==> config.mk <==
export PLATFORM = sky130hd
export DESIGN_NAME = oven_cook_timer
export DESIGN_NICKNAME = d
export VERILOG_FILES = /design/src/rtl/oven_cook_timer.sv
export SDC_FILE = /design/constraint.sdc
export NUM_CORES = 1
export LEC_CHECK = 0
export ABC_AREA = 1
export BUFFER_PORTS_ARGS = -buffer_cell sky130_fd_sc_hd__buf_2
export CAP_MARGIN = 30
export CORE_UTILIZATION = 50
export CTS_BUF_LIST = sky130_fd_sc_hd__clkbuf_2
export CTS_CLUSTER_SIZE = 40
export DETAILED_ROUTE_END_ITERATION = 12
export PLACE_DENSITY = 0.86
export SLEW_MARGIN = 10
export SYNTH_ARGS = -nofsm -noshare
export SYNTH_HDL_FRONTEND = slang
export SYNTH_SLANG_ARGS = --single-unit
==> constraint.sdc <==
create_clock -name clk -period 3.7 [get_ports clk]
set_input_delay 0.185 -clock clk [delete_from_list [all_inputs] [get_ports clk]]
set_output_delay 0.185 -clock clk [all_outputs]
set_load 0.03 [all_outputs]
==> src/rtl/oven_cook_timer.sv <==
// oven_cook_timer: MM:SS BCD cook-time countdown with heater enable and expiry beeper.
// The cook time is set from front-panel pulses and counted down once per sec_tick.
// Optional feature macro OVEN_DELAY_START_EN adds a WAIT state. WAIT holds off the
// start until the oven clock (clk_bcd) matches delay_bcd.
module oven_cook_timer #(
    parameter int unsigned BEEP_SECS = 3
) (
    input  logic        clk,
    input  logic        rst_n,
    input  logic        sec_tick,
    input  logic        btn_min,
    input  logic        btn_sec,
    input  logic        btn_start,
    input  logic        btn_stop,
    input  logic        delay_req,
    input  logic [15:0] clk_bcd,
    input  logic [15:0] delay_bcd,
    output logic [3:0]  min_tens,
    output logic [3:0]  min_ones,
    output logic [3:0]  sec_tens,
    output logic [3:0]  sec_ones,
    output logic [2:0]  state,
    output logic        heat_on,
    output logic        beep,
    output logic        done
);

    typedef enum logic [2:0] {
        S_IDLE  = 3'd0,
        S_RUN   = 3'd1,
        S_PAUSE = 3'd2,
        S_DONE  = 3'd3,
        S_WAIT  = 3'd4
    } state_t;

    localparam logic [3:0] BEEP_INIT = 4'(BEEP_SECS);

    state_t      cur_state, nxt_state;
    logic [15:0] cook_time, nxt_time;   // {min_tens, min_ones, sec_tens, sec_ones}
    logic [3:0]  beep_cnt, nxt_cnt;
    logic        nxt_beep;
    logic        time_nz;

`ifndef OVEN_DELAY_START_EN
    // Delayed-start inputs have no function in this build.
    logic unused_delay;
    assign unused_delay = ^{delay_req, clk_bcd, delay_bcd};
`endif

    // +1 minute on the two minute digits, 99 wraps to 00.
    function automatic logic [7:0] inc_min(input logic [7:0] m);
        logic [3:0] tens, ones;
        tens = m[7:4];
        ones = m[3:0];
        if (ones == 4'd9) begin
            ones = 4'd0;
            tens = (tens == 4'd9) ? 4'd0 : tens + 4'd1;
        end else begin
            ones = ones + 4'd1;
        end
        return {tens, ones};
    endfunction

    // One-second BCD decrement of MM:SS with borrow chain through all digits.
    function automatic logic [15:0] dec_time(input logic [15:0] t);
        logic [3:0] mt, mo, st, so;
        {mt, mo, st, so} = t;
        if (so != 4'd0) begin
            so = so - 4'd1;
        end else begin
            so = 4'd9;
            if (st != 4'd0) begin
                st = st - 4'd1;
            end else begin
                st = 4'd5;
                if (mo != 4'd0) begin
                    mo = mo - 4'd1;
                end else begin
                    mo = 4'd9;
                    mt = (mt == 4'd0) ? 4'd9 : mt - 4'd1;
                end
            end
        end
        return {mt, mo, st, so};
    endfunction

    assign time_nz = (cook_time != 16'h0000);

    // Next-state, next cook time and beeper control, one event per cycle by priority.
    always_comb begin
        nxt_state = cur_state;
        nxt_time  = cook_time;
        nxt_beep  = 1'b0;
        nxt_cnt   = 4'd0;
        case (cur_state)
            S_IDLE: begin
                if (btn_stop) begin
                    nxt_time = 16'h0000;
                end else if (btn_start && time_nz) begin
`ifdef OVEN_DELAY_START_EN
                    nxt_state = delay_req ? S_WAIT : S_RUN;
`else
                    nxt_state = S_RUN;
`endif
                end else begin
                    if (btn_min) nxt_time[15:8] = inc_min(cook_time[15:8]);
                    if (btn_sec) nxt_time[7:4] = (cook_time[7:4] == 4'd5) ? 4'd0 : cook_time[7:4] + 4'd1;
                end
            end
            S_RUN: begin
                if (btn_stop) begin
                    nxt_state = S_PAUSE;
                end else if (sec_tick) begin
                    nxt_time = dec_time(cook_time);
                    if (nxt_time == 16'h0000) begin
                        nxt_state = S_DONE;
                        nxt_beep  = 1'b1;
                        nxt_cnt   = BEEP_INIT;
                    end
                end
            end
            S_PAUSE: begin
                if (btn_stop) begin
                    nxt_state = S_IDLE;
                    nxt_time  = 16'h0000;
                end else if (btn_start) begin
                    nxt_state = S_RUN;
                end
            end
            S_DONE: begin
                nxt_time = 16'h0000;
                nxt_beep = beep;
                nxt_cnt  = beep_cnt;
                if (btn_stop || btn_start || btn_min || btn_sec) begin
                    nxt_state = S_IDLE;
                    nxt_beep  = 1'b0;
                    nxt_cnt   = 4'd0;
                end else if (sec_tick && beep_cnt != 4'd0) begin
                    nxt_cnt = beep_cnt - 4'd1;
                    if (beep_cnt == 4'd1) nxt_beep = 1'b0;
                end
            end
`ifdef OVEN_DELAY_START_EN
            S_WAIT: begin
                if (btn_stop) begin
                    nxt_state = S_IDLE;
                    nxt_time  = 16'h0000;
                end else if (clk_bcd == delay_bcd) begin
                    nxt_state = S_RUN;
                end
            end
`endif
            default: nxt_state = S_IDLE;
        endcase
    end

    // State, cook time and all outputs registered; async reset returns everything to zero.
    always_ff @(posedge clk or negedge rst_n) begin
        if (!rst_n) begin
            cur_state <= S_IDLE;
            cook_time <= 16'h0000;
            beep_cnt  <= 4'd0;
            beep      <= 1'b0;
            heat_on   <= 1'b0;
            done      <= 1'b0;
        end else begin
            cur_state <= nxt_state;
            cook_time <= nxt_time;
            beep_cnt  <= nxt_cnt;
            beep      <= nxt_beep;
            heat_on   <= (nxt_state == S_RUN);
            done      <= (nxt_state == S_DONE);
        end
    end

    assign {min_tens, min_ones, sec_tens, sec_ones} = cook_time;
    assign state = cur_state;

endmodule

# Yosys cells after proc, flatten, opt, wreduce, memory -nomap -nowiden
# Index checks and enable logic that the tools add are counted.
[totals]
inputBits = 40
ram_bits = 0
regBits = 26
elab_cells = 112
n_memories = 0
latch_bits = 0
output_inout_bits = 22
mem_bits_ro = 0
[classes]
reduce_logical = 19
n_addsub = 8
eq_ne = 19
div = 0
n_bitwise = 0
magnitude_cmp = 0
shifts = 0
mux = 57
mul = 0
[op_table]
columns = ["cell", "n"]
rows = [
  ["two-way mux 4 bit", 30],
  ["case mux 16 bit (4 select lines)", 1],
  ["two-way mux 16 bit", 3],
  ["two-way mux 12 bit", 2],
  ["two-way mux 3 bit", 8],
  ["nonzero test 4 bit", 5],
  ["subtractor 4 x 1 -> 4 bit, second input constant", 5],
  ["inequality test 3 bit, second input constant", 6],
  ["zero test 16 bit", 1],
  ["nonzero test 16 bit", 1],
  ["adder 4 x 1 -> 4 bit, second input constant", 3],
  ["case mux 3 bit (4 select lines)", 1],
  ["AND reduction 6 bit", 2],
  ["equality test 3 x 2 -> 1 bit, second input constant", 3],
  ["equality test 4 bit, second input constant", 2],
  ["two-way mux 8 bit", 1],
  ["inequality test 2 bit, second input constant", 4],
  ["case mux 4 bit (2 select lines)", 1],
  ["AND reduction 7 bit", 1],
  ["equality test 3 x 1 -> 1 bit, second input constant", 2],
  ["two-way mux 1 bit", 6],
  ["two-way mux 2 bit", 3],
  ["AND reduction 5 bit", 1],
  ["equality test 4 x 1 -> 1 bit, second input constant", 1],
  ["other kinds (7)", 10],
]

# Longest topological paths before layout
[logic_depth]
ltp_word = 14
ltp_mapped = 15
mapped_depth_nobuf = 15

# Worst setup path before layout
# No wires, ideal clock.
[synth_timing]
path_kind = "reg2reg"
start = "reg cook_time[12]"
end = "reg heat_on"
arrival_time_ps = 1968
setup_ps = 117
slack_ps = 1615
period_less_slack_ps = 2085
n_path_buf = 0
stages_incl_launch_ff = 14
required_time_ps = 3583
cell_sequence = "dfrtp_1 > inv_1 > ha_1 > or2_2 > nand2_1 > nand3_1 > nand2_1 > nand3_2 > nor2_2 > nand2_1 > nand2_1 > nand2_2 > nand2_2 > nor2_1"
[synth_via]
elab_chain_len = 14
elab_cells_between_ends = 19
classes_between = "1 x add/sub; 1 x eq/ne; 13 x mux; 4 x reduce/logical"
[synth_rtl]
columns = ["element", "line", "source"]
rows = [
  ["from (decl)", "39", "logic [15:0] cook_time, nxt_time;"],
  ["from (signal assigned)", "168", "cook_time <= nxt_time;"],
  ["subtractor 4 x 1 -> 4 bit / zero test 4 bit (equally long branches)", "80", "mt = (mt == 4'd0) ? 4'd9 : mt - 4'd1;"],
  ["two-way mux 4 bit", "80", ""],
  ["two-way mux 4 bit", "76", "if (mo != 4'd0) begin"],
  ["two-way mux 4 bit", "72", "if (st != 4'd0) begin"],
  ["two-way mux 4 bit", "68", "if (so != 4'd0) begin"],
  ["two-way mux 4 bit", "113", "end else if (sec_tick) begin"],
  ["two-way mux 4 bit", "111", "if (btn_stop) begin"],
  ["two-way mux 4 bit", "95", "case (cur_state)"],
  ["zero test 16 bit", "115", "if (nxt_time == 16'h0000) begin"],
  ["two-way mux 3 bit", "115", ""],
  ["two-way mux 3 bit", "113", ""],
  ["two-way mux 3 bit", "111", ""],
  ["case mux 3 bit (4 select lines) (*)", "95", ""],
  ["named net nxt_state[1]", "38", "state_t cur_state, nxt_state;"],
  ["equality test 3 x 1 -> 1 bit (*)", "171", "heat_on <= (nxt_state == S_RUN);"],
  ["to (signal assigned)", "171", ""],
  ["to (decl)", "23", "output logic heat_on,"],
]
# The timed path passes the listed nets; every way through them passes the cells marked *. The select of a mux whose other input is x is not followed.
# A chain may end at the register's enable or synchronous reset.

# Final worst setup path
[layout_timing]
start = "reg cook_time[4]"
end = "reg beep_cnt[0]"
[layout_via]
elab_chain_len = 11
elab_cells_between_ends = 22
classes_between = "1 x add/sub; 19 x mux; 2 x reduce/logical"
[layout_rtl]
columns = ["element", "line", "source"]
rows = [
  ["subtractor 4 x 1 -> 4 bit / nonzero test 4 bit (equally long branches)", "73, 72", ""],
  ["two-way mux 4 bit", "72", ""],
  ["two-way mux 4 bit", "68", ""],
  ["two-way mux 4 bit", "113", ""],
  ["two-way mux 4 bit", "111", ""],
  ["two-way mux 4 bit", "95", ""],
  ["zero test 16 bit (*)", "115", ""],
  ["two-way mux 2 bit (*)", "115", ""],
  ["two-way mux 2 bit (*)", "113", ""],
  ["two-way mux 2 bit (*)", "111", ""],
  ["case mux 4 bit (2 select lines) (*)", "95", ""],
  ["to (signal assigned)", "169", "beep_cnt <= nxt_cnt;"],
  ["to (decl)", "40", "logic [3:0] beep_cnt, nxt_cnt;"],
]
# Every way passes the cells marked *; elsewhere a longest branch is shown, timed or not. The select of a mux whose other input is x is not followed.

==> results.json <==
{
  "clock_skew_ns": 0.00168,
  "min_to": "state[0]$_DFF_PN0_",
  "cts.htree.levels": 1,
  "fin_crit_ns": 2.20,
  "syn_inst": 295,
  "final_cell_mix": "72 x nand2_1, 39 x inv_1, 30 x nand3_1",
  "portBuffers": 28,
  "nNetsFinal": 380,
  "clk_path_buf_depth": 2,
  "crit_chain": "inv_1 > ha_1 > nand3_4 > nor2_8 > nand2_1 > nand2_1 > nand2_1 > inv_1 > nand2_1 > nor2_2 > nand3_1 > o21ai_1 > nand2_1 > nand2_1",
  "violations": "DRC",
  "hp-start": "btn_start",
  "dp_hpwl_um": 3630,
  "leakagePower_nw": 1.21,
  "path_max_fanout": 14,
  "die_h_um": 66.6,
  "layout_commonest_cell": "nand2_1",
  "start_kind": "flop",
  "drive_above_1_share_pct": 16.6,
  "drc_errors": 2,
  "grt_max_degree": 27,
  "r2r_start": "cook_time[4]$_DFFE_PN0P_",
  "p_total_mw": 1.70,
  "routedWlPerCell_um": 12.8,
  "core_um2": 4000,
  "cts_post_setup_buffers_inserted": 0,
  "grt_pass1_vias": 1753,
  "crit_family": "simple AND/OR/NAND/NOR gates",
  "cts_tree": "built",
  "n_antenna_cell": 0,
  "worst-r2r-setup-slack_ns": 1.50,
  "hold_depth": 3,
  "muxShareOfSynthArea_pct": 0,
  "crit_required_ns": 4.05,
  "timing.setup.tns_ns": 0,
  "setup_viol": 0,
  "cpPeakStageDelay_ns": 0.55,
  "area_growth_pct": 10.8,
  "overflow": 0,
  "cp_common_cell": "nand2_1",
  "synth-seq-cells": 26,
  "timing.final.crit_share_pct": 59.5,
  "post_dp_cell_area_um2": 2260,
  "synth-seq-area-share_pct": 31.2,
  "whs_ns": 0.110,
  "reg2regPathDepth": 14,
  "maxSlewViolCount": 0,
  "max_freq_mhz": 454,
  "start_util_pct": 52.2,
  "clk_pin_slew_ns": 0.28,
  "dieArea_um2": 4440,
  "drt-initial-drc-count": 164,
  "syn_nets": 349,
  "synth_edf_count": 0,
  "rsz0062_at_grt": "no",
  "gp_congestion": 0.881,
  "first_pass_iters": 8,
  "relSlewSlack_pct": 53.1,
  "avgSynthCellArea_um2": 7.07,
  "antenna_found_initial": 0,
  "cap_violations": 0,
  "placementRows": 23,
  "synthXorXnorAreaFrac_pct": 2.52,
  "syn_area_um2": 2090,
  "vias": 2000,
  "clock_latency_ns": 0.38,
  "postSynth.asyncResetShare_pct": 100,
  "r2r_end": "beep_cnt[0]$_DFFE_PN0P_",
  "io_pins": 62,
  "final_area_um2": 2310,
  "status": "complete, but fails checks",
  "numCtsBuffers": 3,
  "tightestPinTransition_ns": 0.698,
  "die_x_um": 66.6,
  "synth_compound_area_share_pct": 13.2,
  "yosys_warnings": 0,
  "crit_buf_inv": 2,
  "ys.flop_type": "dfrtp_1",
  "grt.total_usage_pct": 22.8,
  "cts_sinks": 26,
  "slowest_stage": "dfrtp_1",
  "wl_um": 4820,
  "synth_top_family_by_area": "simple AND/OR/NAND/NOR gates",
  "yosysUniqueCellTypes": 34,
  "nFillCells": 396,
  "arrival_ns": 2.56,
  "yosys.area_share.adder_pct": 8.39,
  "cts_hold_buf": 1,
  "peakVddDrop_uv": 418,
  "drt-vias-per-instance": 5.33,
  "synth-simple-area-share_pct": 34.8,
  "power-per-cell-area_nw_per_um2": 736,
  "final_hold_viol_count": 0,
  "root_buffer": "clkbuf_2",
  "worstSetupPathType": "flop to flop",
  "hold_class": "input pin to flop",
  "grt_pass1_wl_um": 7740,
  "post_cts_resize_count": 0,
  "ant_nets": 0,
  "end_kind": "flop"
}
-- per-stage QoR --
step | util, % | cells | setup WS (ns)
floorplan | - | 295 | 1.61
global placement | 56.4 | 370 | 1.62
detailed placement | 56.4 | 370 | 1.58
CTS | 57.8 | 375 | 1.49
global route | 57.8 | 375 | 1.23
finish | 57.8 | 375 | 1.50
-- cell type report --
| class | count | area (um2) | area share, % |
|---|---|---|---|
| Timing Repair Buffer | 30 | 158 | 6.82 |
| Sequential cell | 26 | 651 | 28.1 |
| Clock inverter | 1 | 30.0 | 1.30 |
| Multi-Input combinational cell | 222 | 1230 | 53.4 |
| Tap cell | 50 | 62.6 | 2.71 |
| Clock buffer | 3 | 15.0 | 0.649 |
| Inverter | 43 | 161 | 6.98 |
-- routing by layer --
layer	GRT usage, %	up-vias	wire length (um)
li1	-	1022	-
met1	29.6	927	2170
met2	39.1	45	2420
met3	2.74	6	170
met4	6.65	0	53
met5	0	-	0
-- worst register-to-register path: stages (launching register included) --
cell and delay, ns:
dfrtp_1 0.55, inv_1 0.14, ha_1 0.31, nand3_4 0.15, nor2_8 0.22, nand2_1 0.08, nand2_1 0.06, nand2_1 0.05
inv_1 0.08, nand2_1 0.07, nor2_2 0.09, nand3_1 0.13, o21ai_1 0.12, nand2_1 0.07, nand2_1 0.06
-- registers in the layout (all words and copies together) (netlist names) --
signal	cells
done	1
state	3
cook_time	16
beep	1
heat_on	1
beep_cnt	4
-- worst max path at each step --
stage                                          to                      start  cells past startpoint
after floorplan                 heat_on$_DFF_PN0_  cook_time[12]$_DFFE_PN0P_                     13
after global placement          heat_on$_DFF_PN0_   cook_time[0]$_DFFE_PN0P_                     13
after detailed placement  beep_cnt[0]$_DFFE_PN0P_   cook_time[4]$_DFFE_PN0P_                     14
after CTS                       heat_on$_DFF_PN0_   cook_time[0]$_DFFE_PN0P_                     14
after global routing      beep_cnt[0]$_DFFE_PN0P_   cook_time[0]$_DFFE_PN0P_                     12
final                     beep_cnt[0]$_DFFE_PN0P_   cook_time[4]$_DFFE_PN0P_                     14
-- Yosys cell counts (2+ instances only) --
library cell | n | area, um2
inv_1 | 39 | 146
dfrtp_1 | 26 | 651
o211ai_1 | 3 | 22.5
inv_2 | 4 | 15.0
o21ai_0 | 23 | 115
xor2_1 | 3 | 26.3
nand2_1 | 72 | 270
xnor2_1 | 3 | 26.3
o21ai_1 | 5 | 25.0
nor3_1 | 6 | 30.0
nand4_1 | 5 | 31.3
nand2_2 | 3 | 18.8
ha_1 | 14 | 175
o22ai_1 | 6 | 37.5
nand3_2 | 2 | 20.0
nor2_1 | 25 | 93.8
a21oi_1 | 7 | 35.0
nor2_2 | 4 | 25.0
nand3_1 | 30 | 150
-- power breakdown --
| part | internal [mW] | total [mW] | switching [mW] | leakage [nW] |
|---|---|---|---|---|
| Sequential | 0.340 | 0.437 | 0.0970 | 0.352 |
| Clock | 0.0928 | 0.192 | 0.0994 | 0.0266 |
| Combinational | 0.349 | 1.07 | 0.723 | 0.830 |
| Total | 0.782 | 1.70 | 0.919 | 1.21 |
-- logic make-up (layout without fill, tap and decap cells) --
group	after synthesis	in the layout
flops	26	26
other cells	1	1
fa+ha+maj	14	14
simple gates	153	153
compound gates	48	48
buf+inv	47	77
xor+xnor	6	6
No activity file was read; power rests on OpenSTA's default activity.
